`config.mk`:
```
export PLATFORM = sky130hd
export DESIGN_NAME = complex_dot_acc
export DESIGN_NICKNAME = d
export VERILOG_FILES = /design/src/rtl/complex_pkg.sv /design/src/rtl/cplx_accum.sv /design/src/rtl/complex_dot_acc.sv
export SDC_FILE = /design/constraint.sdc
export NUM_CORES = 1
export LEC_CHECK = 0
export ABC_AREA = 1
export CELL_PAD_IN_SITES_DETAIL_PLACEMENT = 1
export CELL_PAD_IN_SITES_GLOBAL_PLACEMENT = 2
export CORE_MARGIN = 3
export CORE_UTILIZATION = 30
export CTS_BUF_LIST = sky130_fd_sc_hd__clkbuf_4
export CTS_CLUSTER_SIZE = 40
export DETAILED_ROUTE_END_ITERATION = 16
export PLACE_DENSITY = 0.8
export RECOVER_POWER = 25
export SLEW_MARGIN = 20
export SYNTH_ARGS = -nofsm -noshare
export SYNTH_HDL_FRONTEND = slang
export SYNTH_SLANG_ARGS = --single-unit
```
`constraint.sdc`:
```
create_clock -name clk -period 2.24 [get_ports clk]
set_input_delay 0.448 -clock clk [delete_from_list [all_inputs] [get_ports clk]]
set_output_delay 0.448 -clock clk [all_outputs]
set_load 0.01 [all_outputs]
```
`src/rtl/complex_pkg.sv`:
```
// Shared types and helpers for the complex dot-product accumulator.
package complex_pkg;

    localparam int unsigned CMP_W      = 8;
    localparam int unsigned OP_W       = 2 * CMP_W;
    localparam int unsigned SEXT_MAX_W = 64;

    typedef struct packed {
        logic [CMP_W-1:0] x;
        logic [CMP_W-1:0] y;
    } cplx8_t;

    typedef enum logic [1:0] {
        IDLE  = 2'd0,
        START = 2'd1,
        WAIT  = 2'd2,
        DONE  = 2'd3
    } dot_state_t;

    // Sign-extend an 8-bit component; bits above 'width' are zeroed.
    function automatic logic [SEXT_MAX_W-1:0] sext8(input logic [CMP_W-1:0] v,
                                                    input int unsigned width);
        logic [SEXT_MAX_W-1:0] full;
        logic [SEXT_MAX_W-1:0] mask;
        full = {{(SEXT_MAX_W - CMP_W){v[CMP_W-1]}}, v};
        mask = (width >= SEXT_MAX_W) ? '1
             : ((SEXT_MAX_W'(1) << width) - SEXT_MAX_W'(1));
        return full & mask;
    endfunction

endpackage

```
`src/rtl/cplx_accum.sv`:
```
// Real/imag accumulator register pair with clear and enable; wraps modulo 2^ACC_W.
module cplx_accum #(
    parameter int unsigned ACC_W = 16
) (
    input  logic             clk,
    input  logic             rst,
    input  logic             clr,
    input  logic             en,
    input  logic [ACC_W-1:0] add_re,
    input  logic [ACC_W-1:0] add_im,
    output logic [ACC_W-1:0] sum_re_c,
    output logic [ACC_W-1:0] sum_im_c
);

    logic [ACC_W-1:0] acc_re;
    logic [ACC_W-1:0] acc_im;

    // Post-add sums are exposed so the final result can be registered on the last capture.
    assign sum_re_c = acc_re + add_re;
    assign sum_im_c = acc_im + add_im;

    always_ff @(posedge clk or negedge rst) begin
        if (!rst) begin
            acc_re <= '0;
            acc_im <= '0;
        end else if (clr) begin
            acc_re <= '0;
            acc_im <= '0;
        end else if (en) begin
            acc_re <= sum_re_c;
            acc_im <= sum_im_c;
        end
    end

endmodule

```
`src/rtl/complex_dot_acc.sv`:
```
// Feeds operand pairs to an external complex multiplier and accumulates N products
// into a complex dot product presented on a valid/ready output.
module complex_dot_acc
    import complex_pkg::*;
#(
    parameter int unsigned N     = 8,
    parameter int unsigned ACC_W = 16
) (
    input  logic             clk,
    input  logic             rst,
    input  logic             in_valid,
    output logic             in_ready,
    input  logic [OP_W-1:0]  in_a,
    input  logic [OP_W-1:0]  in_b,
    output logic [OP_W-1:0]  mul_a,
    output logic [OP_W-1:0]  mul_b,
    output logic             mul_start,
    input  logic             mul_ready,
    input  logic [OP_W-1:0]  mul_c,
    output logic             out_valid,
    input  logic             out_ready,
    output logic [ACC_W-1:0] out_re,
    output logic [ACC_W-1:0] out_im
);

    localparam int unsigned      CNT_W    = (N > 1) ? $clog2(N) : 1;
    localparam logic [CNT_W-1:0] LAST_CNT = CNT_W'(N - 1);

    dot_state_t       state;
    dot_state_t       next_state;
    logic             first_wait_q;
    logic [CNT_W-1:0] cnt_q;
    logic [CNT_W-1:0] cnt_d;
    cplx8_t           prod;

    logic             accept_c;
    logic             capture_c;
    logic             last_c;
    logic             drain_c;

    logic [ACC_W-1:0] add_re;
    logic [ACC_W-1:0] add_im;
    logic [ACC_W-1:0] sum_re_c;
    logic [ACC_W-1:0] sum_im_c;

    logic             in_ready_d;
    logic             mul_start_d;
    logic             out_valid_d;
    logic [OP_W-1:0]  mul_a_d;
    logic [OP_W-1:0]  mul_b_d;
    logic [ACC_W-1:0] out_re_d;
    logic [ACC_W-1:0] out_im_d;

    assign prod      = cplx8_t'(mul_c);
    assign add_re    = ACC_W'(sext8(prod.x, ACC_W));
    assign add_im    = ACC_W'(sext8(prod.y, ACC_W));

    // The first WAIT cycle ignores mul_ready so a ready left over from a previous product is not taken.
    assign accept_c  = (state == IDLE) && in_valid && in_ready;
    assign capture_c = (state == WAIT) && !first_wait_q && mul_ready;
    assign last_c    = (cnt_q == LAST_CNT);
    assign drain_c   = (state == DONE) && out_ready;

    always_ff @(posedge clk or negedge rst) begin
        if (!rst) begin
            state <= IDLE;
        end else begin
            state <= next_state;
        end
    end

    always_comb begin
        next_state = state;
        case (state)
            IDLE:    if (accept_c) next_state = START;
            START:   next_state = WAIT;
            WAIT:    if (capture_c) next_state = last_c ? DONE : IDLE;
            DONE:    if (out_ready) next_state = IDLE;
            default: next_state = IDLE;
        endcase
    end

    always_comb begin
        in_ready_d  = (next_state == IDLE);
        mul_start_d = (next_state == START);
        out_valid_d = (next_state == DONE);
        mul_a_d     = mul_a;
        mul_b_d     = mul_b;
        out_re_d    = out_re;
        out_im_d    = out_im;
        cnt_d       = cnt_q;
        if (accept_c) begin
            mul_a_d = in_a;
            mul_b_d = in_b;
        end
        if (capture_c && last_c) begin
            out_re_d = sum_re_c;
            out_im_d = sum_im_c;
        end
        if (drain_c) begin
            cnt_d = '0;
        end else if (capture_c) begin
            cnt_d = cnt_q + CNT_W'(1);
        end
    end

    always_ff @(posedge clk or negedge rst) begin
        if (!rst) begin
            in_ready     <= 1'b0;
            mul_start    <= 1'b0;
            out_valid    <= 1'b0;
            mul_a        <= '0;
            mul_b        <= '0;
            out_re       <= '0;
            out_im       <= '0;
            cnt_q        <= '0;
            first_wait_q <= 1'b0;
        end else begin
            in_ready     <= in_ready_d;
            mul_start    <= mul_start_d;
            out_valid    <= out_valid_d;
            mul_a        <= mul_a_d;
            mul_b        <= mul_b_d;
            out_re       <= out_re_d;
            out_im       <= out_im_d;
            cnt_q        <= cnt_d;
            first_wait_q <= (state == START);
        end
    end

    cplx_accum #(
        .ACC_W (ACC_W)
    ) u_accum (
        .clk      (clk),
        .rst      (rst),
        .clr      (drain_c),
        .en       (capture_c),
        .add_re   (add_re),
        .add_im   (add_im),
        .sum_re_c (sum_re_c),
        .sum_im_c (sum_im_c)
    );

endmodule

```
Word-level counts from Yosys, hierarchy flattened
Index checks and enable logic that the tools add are counted.

word-level totals
  register bits after elaboration = 105

cells by class
  reduce and logical (&&, ||, !) cells = 10
  mux-type cells = 11
  equality and inequality tests = 6
  $add $sub $neg = 3

operator list
  operator                                        count
  two-way mux 16 bit                              4
  adder 16 bit                                    2
  two-way mux 2 bit                               4
  one-hot mux 2 bit (4 select lines)              1
  == test 2 bit (second input constant)           3
  logical AND 1 bit                               6
  two-way mux 3 bit                               2
  == test 2 x 1 -> 1 bit (second input constant)  2
  logical NOT 2 bit                               2
  adder 3 x 1 -> 3 bit (second input constant)    1
  == test 3 bit (second input constant)           1
  nonzero test 2 bit                              1
  logical NOT 1 bit                               1

Depth between registers and ports, before layout
Gate-level depths: netlist of run 1.

  depth after elaboration = 6
  mapped depth = 11
  gate-level depth less buffers = 11

Modules after synthesis
A second synthesis of run 1 with hierarchy kept.

unflattened totals
  cells, all modules = 796
  area total of the unflattened synthesis = 6028.3 µm²

modules (own cells, without submodules)
  module           cells each  area each (µm²)  times used  sequential area each (µm²)
  cplx_accum       476         3019.1           1           800.8
  complex_dot_acc  320         3009.1           1           1826.8

Worst setup path before layout of run 1
No wires, ideal clock.

  path kind = input-to-reg
  start = in mul_c[8]
  end = reg out_re[6]
  path slack = 0.406 ns
  stages on the path = 9
  arrival = 1.716 ns
  required time = 2.123 ns
  cell sequence = ha_1 -> fa_1 -> nand2_1 -> nand2_1 -> nand3b_1 -> nand2_1 -> or2_2 -> nand3_1 -> nand2_1

between the ends
  cells in the longest elaborated chain, start to end = 1

ends and longest elaborated chain
  element               line                    text
  from (decl)           complex_dot_acc.sv:19   input logic [OP_W-1:0] mul_c,
  adder 16 bit          cplx_accum.sv:19        assign sum_re_c = acc_re + add_re;
  to (signal assigned)  complex_dot_acc.sv:124  out_re <= out_re_d;
  to (decl)             complex_dot_acc.sv:22   output logic [ACC_W-1:0] out_re,

No other way between the ends.
A chain may end at the register's enable or synchronous reset.

Worst setup path in the final report of run 1
  start = reg u_accum.acc_im[0]
  end = reg u_accum.acc_im[6]

between the ends
  cells in the longest elaborated chain, start to end = 3

ends and longest elaborated chain
  element                 line              text
  from (decl)             cplx_accum.sv:16  logic [ACC_W-1:0] acc_im;
  from (signal assigned)  cplx_accum.sv:31  acc_im <= sum_im_c;
  adder 16 bit            cplx_accum.sv:20  assign sum_im_c = acc_im + add_im;
  two-way mux 16 bit      cplx_accum.sv:29  end else if (en) begin
  two-way mux 16 bit      cplx_accum.sv:26  end else if (clr) begin

No other way between the ends. The select of a mux whose other input is x is not followed.

==> results of run 1 <==
cell usage in the layout, fill, tap and decap left out, types with 2 or more instances in the layout:
cell                              instances
sky130_fd_sc_hd__nand2_1                365
sky130_fd_sc_hd__clkdlybuf4s50_1        118
sky130_fd_sc_hd__dfrtp_1                105
sky130_fd_sc_hd__inv_1                   81
sky130_fd_sc_hd__nand3_1                 52
sky130_fd_sc_hd__buf_4                   38
sky130_fd_sc_hd__ha_1                    32
sky130_fd_sc_hd__nor2_1                  24
sky130_fd_sc_hd__a21oi_1                 16
sky130_fd_sc_hd__o21ai_0                 13
sky130_fd_sc_hd__clkbuf_4                 9
sky130_fd_sc_hd__xnor2_1                  8
sky130_fd_sc_hd__o21ai_2                  8
sky130_fd_sc_hd__nand3b_1                 6
sky130_fd_sc_hd__nor3_1                   6
sky130_fd_sc_hd__xor2_1                   6
sky130_fd_sc_hd__o21ai_1                  5
sky130_fd_sc_hd__or2_2                    4
sky130_fd_sc_hd__buf_12                   4
sky130_fd_sc_hd__nand2_2                  2
sky130_fd_sc_hd__inv_2                    2
sky130_fd_sc_hd__and2_1                   2
sky130_fd_sc_hd__nand4_1                  2
sky130_fd_sc_hd__a22o_1                   2
sky130_fd_sc_hd__fa_1                     2
sky130_fd_sc_hd__clkinv_4                 2
registers in the layout, indices dropped and copies added (netlist names):
| name | flops |
|---|---|
| mul_start | 1 |
| out_im | 16 |
| out_valid | 1 |
| first_wait_q | 1 |
| state | 2 |
| u_accum.acc_im | 16 |
| cnt_q | 3 |
| in_ready | 1 |
| mul_a | 16 |
| u_accum.acc_re | 16 |
| mul_b | 16 |
| out_re | 16 |
worst reg2reg max path, stage by stage, from the launching register on:
cell	delay (ps)
sky130_fd_sc_hd__dfrtp_1	420
sky130_fd_sc_hd__ha_1	210
sky130_fd_sc_hd__fa_1	400
sky130_fd_sc_hd__nand2_1	90
sky130_fd_sc_hd__nand2_1	60
sky130_fd_sc_hd__nand3b_1	90
sky130_fd_sc_hd__nand2_1	120
sky130_fd_sc_hd__or2_2	320
sky130_fd_sc_hd__nand3_1	70
sky130_fd_sc_hd__nand2_1	60
worst max-delay path by stage:
stage | startpoint | endpoint | slack [ps] | cells after the start
3_5_place_dp | mul_c[0] | u_accum.acc_im[6]$_DFFE_PN0P_ | -220 | 10
4_1_cts | out_im[15]$_DFFE_PN0P_ | out_im[15] | 260 | 1
6_report | u_accum.acc_im[0]$_DFFE_PN0P_ | u_accum.acc_im[6]$_DFFE_PN0P_ | 320 | 9
3_3_place_gp | mul_c[0] | out_im[6]$_DFFE_PN0P_ | -120 | 10
2_1_floorplan | mul_c[8] | out_re[6]$_DFFE_PN0P_ | 410 | 9
5_1_grt | u_accum.acc_re[0]$_DFFE_PN0P_ | u_accum.acc_re[6]$_DFFE_PN0P_ | 160 | 9
per-stage QoR:
stage	power, mW	util (%)	setup TNS (ps)	std cells	hold WS [ps]
after floorplan	6.24	-	0	766	152
after global placement	8.49	40.1	-1780	1169	453
after detailed placement	8.69	40.1	-3700	1169	462
after CTS	9.76	40.9	0	1186	424
after global routing	10.6	40.8	0	1187	429
final	9.55	40.8	0	1187	476
layout make-up:
class / instances / area share, %
clock inverter: 7 / 0.862
antenna: 1 / 0.0325
tap: 260 / 4.23
inverter: 84 / 4.13
timing repair buffer: 163 / 20.4
clock buffer: 9 / 0.879
sequential: 105 / 34.2
multi-input combinational: 558 / 35.3
where the power goes:
group          switching, mW  total, mW  internal (mW)
sequential             0.473       3.13           2.65
combinational           3.00       5.44           2.44
clock                  0.734      0.986          0.252
total                   4.21       9.55           5.34
kinds of logic (layout without fill, tap and decap cells):
group | after synthesis | count (layout) | synth area share, %
AND/OR/NAND/NOR | 466 | 466 | 32.7
flip-flops | 105 | 105 | 45.4
buffers and inverters | 103 | 263 | 7.68
AO/OA/AOI/OAI | 44 | 44 | 4.46
adder cells (fa/ha/maj) | 34 | 34 | 7.62
XOR/XNOR | 14 | 14 | 2.12
other | 0 | 1 | 0
routing by layer:
| layer | up-vias | routed length [um] | GRT usage [%] |
|---|---|---|---|
| li1 | 2683 | - | - |
| met1 | 2603 | 7800 | 21.6 |
| met2 | 110 | 7860 | 28.2 |
| met3 | 11 | 1290 | 5.95 |
| met4 | 0 | 169 | 4.37 |
| met5 | - | 0 | 0 |
synth_stat cells, drive strengths merged:
master	count
nand2	368
dfrtp	105
inv	84
nand3	52
ha	32
o21ai	26
nor2	25
a21oi	16
buf	15
xnor2	8
nor3	7
nand3b	6
xor2	6
clkbuf	4
or2	4
a22o	2
and2	2
fa	2
nand4	2
==> summary.md, run 1 <==
### Outcome
• **result of the run** finished clean

### Global routing
• **maximum number of pins on one net before global-route repair** 48
• **Overflow after GRT** 0
• **number of antenna violations at the first check in global routing** 1
• **via count of the first global-routing pass** 5,909
• **total routing usage reported by global routing** 17.1%
• **first-pass GRT wire length** 28.7 mm

### Finish
• **summed area of non-filler cells in the final layout** 7690 um2
• **Synth-to-Final Area Change** 33.0%
• **fraction of final layout cells sized beyond drive strength 1** 8.53%
• **final-stage net count** 1,008
• **footprint of the flip-flops and latches** 2630 um2
• **FILL cells** 2,333
• **area of the multi-input gates** 2720 um2

### Worst setup path
• **biggest cell delay along the critical path** 420 ps
• **FF-to-FF End** u_accum.acc_im[6]$_DFFE_PN0P_
• **Cell Chain, Critical Path** ha_1, fa_1, nand2_1, nand2_1, nand3b_1, nand2_1, or2_2, nand3_1, nand2_1
• **critical path start-end classification** reg -> reg
• **Critical Path Slowest Stage Cell** sky130_fd_sc_hd__dfrtp_1
• **nature of the critical path startpoint** register
• **flop-to-flop setup slack** 320 ps
• **required arrival time at the worst endpoint** 2640 ps
• **Top Family by Delay on Critical Path** simple AND/OR/NAND/NOR gates
• **most used cell along the critical path** sky130_fd_sc_hd__nand2_1
• **Worst EP arrival** 2320 ps
• **number of cells traversed by the worst register-to-register path** 9
• **nature of the critical path endpoint** register
• **critical path peak fanout** 4
• **critical path buffer and inverter count** 0
• **critical register-to-register path startpoint** u_accum.acc_im[0]$_DFFE_PN0P_

### Placement
• **DP Worst Slack** -222 ps
• **total half-perimeter wirelength after legalization and detailed placement** 13.2 mm
• **instance area at placement** 7550 um2
• **final weighted congestion of routability-driven global placement** 0.834
• **Port Buffer Count** 119

### Die
• **die height** 145 um
• **area of the placeable core** 18,800 um2
• **Initial Util** 30.7%
• **die outline area** 21,000 um2
• **die boundary width** 145 um
• **top-level I/O count** 120
• **row cnt** 50

### Detailed routing
• **number of nets with antenna violations after routing** 0
• **remaining design rule violation count** 0
• **sum of routed wire length over all layers** 17.1 mm
• **average wire length per cell after detail routing** 14.4 um
• **first-pass detailed-route iteration total** 4
• **Vias/cell** 4.56
• **violation count after the first detailed-route iteration** 181
• **via count** 5,407

### Synth
• **mean post-synth cell area** 7.55 um2
• **Unique masters post-synth** 29
• **flip-flop and latch count after synthesis** 105
• **cell type with the largest total area after synthesis** sky130_fd_sc_hd__dfrtp_1
• **share of the yosys chip area belonging to registers** 45.4%
• **syn nets** 853
• **area share of the largest cell type after synthesis** 45.4%
• **area of the mapped netlist** 5780 um2
• **Mapped Cells** 766
• **most area-consuming cells after synthesis** sky130_fd_sc_hd__dfrtp_1 (45%), sky130_fd_sc_hd__nand2_1 (24%), sky130_fd_sc_hd__ha_1 (6.9%), sky130_fd_sc_hd__inv_1 (5.3%), sky130_fd_sc_hd__nand3_1 (4.5%)
• **Synth warnings** 0

### STA
• **number of endpoints with negative hold slack in the final report** 0
• **shortest clock period the worst path allows after layout** 1920 ps
• **setup violators final** 0
• **Tcrit/Tclk final** 85.6%
• **worst slew margin relative to its limit** 32.6%
• **Worst Clk Skew** 15.3 ps
• **setup slack of the critical path after layout** 323 ps
• **Max Transition Viols Final** 0
• **setup repair after global routing missed its margin** false
• **highest attainable clock frequency** 522 MHz
• **Slew @ Worst Pin** 1010 ps

### Min path
• **worst hold stages** 3
• **path type of the worst min-delay path** in -> reg
• **hold worst-path end** mul_a[0]$_DFFE_PN0P_
• **hold path startpoint** in_a[0]

### Power
• **worst vdd ir** 0.000490 V
• **total power divided by cell area** 1240 nW/um2
• **Leak** 4.13 nW

### Job
• **max cap viols** 0

### CTS
• **clock insertion delay at the later pin of the skew report** 480 ps
• **register clock-pin slew on the reported worst setup and hold paths** 190 ps
• **CTS tree** done
• **count of hold-fix buffers inserted at cts** 1
• **post-CTS setup buffer count** 0
• **Resized Gates After CTS** 0
• **total clock sinks** 105
• **clock root cell** sky130_fd_sc_hd__clkbuf_4
• **maximum root-to-sink buffer count** 2
• **number of clock buffers inserted by TritonCTS** 9
• **CTS H-tree depth** 3

No activity file was read; power rests on OpenSTA's default activity.
==> run 2: changes to the inputs <==
Settings changed: SLEW_MARGIN 20 to default.
==> results of run 2 <==
Final layout, timing and power as in run 1 (identical DEF).
==> run 3: changes to the inputs <==
Settings changed: CORE_MARGIN 3 to default, GPL_ROUTABILITY_DRIVEN from default to 1.
==> run 3 against run 2 <==
  * Critical path depth unchanged
  * Clock power rose by 16%
  * Power is 2.8% higher
  * First-iteration DRC count shrank 8.3%
  * Global-route usage is 1.3 points higher
  * Utilization rose by 0.31 points
  * Largest cell class unchanged
  * Largest power group unchanged
==> summary.md, run 3 (synthesis gave the netlist of run 1 again) <==
### STA
• **Slew @ Worst Pin** 1070 ps, was 1010 ps
• **number of endpoints with negative hold slack in the final report** 0, unchanged
• **Worst Clk Skew** 41.8 ps, was 15.3 ps
• **Tcrit/Tclk final** 90.1%, was 85.6%
• **Max Transition Viols Final** 0, unchanged
• **shortest clock period the worst path allows after layout** 2020 ps, was 1920 ps
• **highest attainable clock frequency** 495 MHz, was 522 MHz
• **setup repair after global routing missed its margin** false, unchanged
• **setup total negative slack** 0 ps, unchanged
• **worst slew margin relative to its limit** 28.8%, was 32.6%
• **setup violators final** 0, unchanged

### Detailed routing
• **first-pass detailed-route iteration total** 4, unchanged
• **number of nets with antenna violations after routing** 0, unchanged
• **average wire length per cell after detail routing** 14.4 um, about the same
• **sum of routed wire length over all layers** 17.2 mm, was 17.1 mm
• **remaining design rule violation count** 0, unchanged
• **Vias/cell** 4.51, was 4.56
• **violation count after the first detailed-route iteration** 166, was 181
• **via count** 5,371, was 5,407

### CTS
• **post-CTS setup buffer count** 0, unchanged
• **CTS tree** done, unchanged
• **register clock-pin slew on the reported worst setup and hold paths** 230 ps, was 190 ps
• **clock root cell** sky130_fd_sc_hd__clkbuf_4, unchanged
• **number of clock buffers inserted by TritonCTS** 9, unchanged
• **maximum root-to-sink buffer count** 2, unchanged
• **clock insertion delay at the later pin of the skew report** 540 ps, was 480 ps
• **count of hold-fix buffers inserted at cts** 1, unchanged
• **total clock sinks** 105, unchanged
• **CTS H-tree depth** 3, unchanged
• **Resized Gates After CTS** 0, unchanged

### Die
• **row cnt** 50, unchanged
• **die boundary width** 141 um, was 145 um
• **die height** 141 um, was 145 um
• **Initial Util** 30.7%, unchanged
• **top-level I/O count** 120, unchanged
• **die outline area** 19,800 um2, was 21,000 um2
• **area of the placeable core** 18,800 um2, unchanged

### Finish
• **most common cell after layout, fill and taps aside** sky130_fd_sc_hd__nand2_1, unchanged
• **leading cell types in the layout, fill and taps excluded** sky130_fd_sc_hd__nand2_1 (365), sky130_fd_sc_hd__clkdlybuf4s50_1 (118), sky130_fd_sc_hd__dfrtp_1 (105), unchanged
• **filler-free cell count of the finished design** 1,192, was 1,187
• **antenna cells** 0, was 1
• **final-stage net count** 1,014, was 1,008
• **FILL cells** 2,349, was 2,333
• **fraction of final layout cells sized beyond drive strength 1** 8.91%, was 8.53%
• **Synth-to-Final Area Change** 34.0%, was 33.0%

### Placement
• **placed cell count** 1,175, was 1,169
• **final weighted congestion of routability-driven global placement** 0.824, was 0.834
• **Port Buffer Count** 119, unchanged
• **total half-perimeter wirelength after legalization and detailed placement** 13.3 mm, was 13.2 mm

### Power
• **Leak** 4.16 nW, was 4.13 nW
• **worst vdd ir** 0.000466 V, was 0.000490 V
• **total power divided by cell area** 1270 nW/um2, was 1240 nW/um2

### Worst setup path
• **biggest cell delay along the critical path** 440 ps, was 420 ps
• **nature of the critical path startpoint** register, unchanged
• **required arrival time at the worst endpoint** 2650 ps, was 2640 ps
• **critical path peak fanout** 4, unchanged
• **Worst EP arrival** 2430 ps, was 2320 ps
• **Cell Chain, Critical Path** ha_1, fa_1, nand2_1, nand2_1, nand3b_1, nand2_1, or2_2, nand3_1, nand2_1, unchanged
• **most used cell along the critical path** sky130_fd_sc_hd__nand2_1, unchanged
• **critical path start-end classification** reg -> reg, unchanged
• **Critical Path Slowest Stage Cell** sky130_fd_sc_hd__dfrtp_1, unchanged
• **nature of the critical path endpoint** register, unchanged

### Global routing
• **first-pass GRT wire length** 28.7 mm, unchanged
• **Overflow after GRT** 0, unchanged
• **via count of the first global-routing pass** 5,773, was 5,909
• **maximum number of pins on one net before global-route repair** 42, was 48
• **total routing usage reported by global routing** 18.5%, was 17.1%
• **number of antenna violations at the first check in global routing** 0, was 1

### Outcome
• **result of the run** finished clean, unchanged

### Min path
• **path type of the worst min-delay path** in -> reg, unchanged

### Job
• **max cap viols** 0, unchanged

-- run 3: final cells by class --
class / instances / area [um2] / area share, %
Sequential cell: 105 / 2630 / 33.9
Tap cell: 260 / 325 / 4.20
Inverter: 84 / 318 / 4.10
Clock inverter: 7 / 101 / 1.31
Multi-Input combinational cell: 558 / 2720 / 35.1
Timing Repair Buffer: 169 / 1590 / 20.5
Clock buffer: 9 / 67.6 / 0.872
-- run 3: final timing paths --
| kind | startpoint | end | slack, ps | depth (start not counted) |
|---|---|---|---|---|
| max reg2reg | u_accum.acc_re[0]$_DFFE_PN0P_ | u_accum.acc_re[6]$_DFFE_PN0P_ | 220 | 9 |
| min reg2reg | mul_a[5]$_DFFE_PN0P_ | mul_a[5]$_DFFE_PN0P_ | 490 | 2 |
| max in group asynchronous | rst | u_accum.acc_re[7]$_DFFE_PN0P_ | 420 | 3 |
| min in group asynchronous | rst | out_im[14]$_DFFE_PN0P_ | 610 | 2 |
| max | u_accum.acc_re[0]$_DFFE_PN0P_ | u_accum.acc_re[6]$_DFFE_PN0P_ | 220 | 9 |
| min | in_b[12] | mul_b[12]$_DFFE_PN0P_ | 410 | 3 |
-- run 3: worst max-delay path, delay by kind of cell (launching register included) --
kind / cells / cell delay [ps]
fa+ha+maj: 2 / 620
simple gates: 7 / 840
flops: 1 / 440
-- run 3: report_power, final --
| group | switching, mW | total, mW | internal (mW) |
|---|---|---|---|
| combinational | 3.03 | 5.52 | 2.49 |
| clock | 0.841 | 1.14 | 0.295 |
| sequential | 0.505 | 3.16 | 2.65 |
| total | 4.38 | 9.82 | 5.44 |
-- run 3: metrics by stage --
step	utilization (%)	instance area (um2)	hold slack (ps)	power [mW]	setup slack [ps]
floorplan	-	5780	152	6.24	406
global placement	40.3	7590	452	8.58	-156
detailed placement	40.3	7590	458	8.80	-219
CTS	41.3	7770	349	10.0	198
global route	41.1	7750	357	10.8	82.3
finish	41.1	7750	410	9.82	221
-- run 3: routing by layer --
layer / share of wire [%] / up-vias / GRT usage [%]
met3: 7.2 / 13 / 6.39
met4: 1.1 / 0 / 4.86
met1: 44 / 2561 / 22.0
met2: 47 / 108 / 31.7
li1: - / 2689 / -
met5: 0 / - / 0
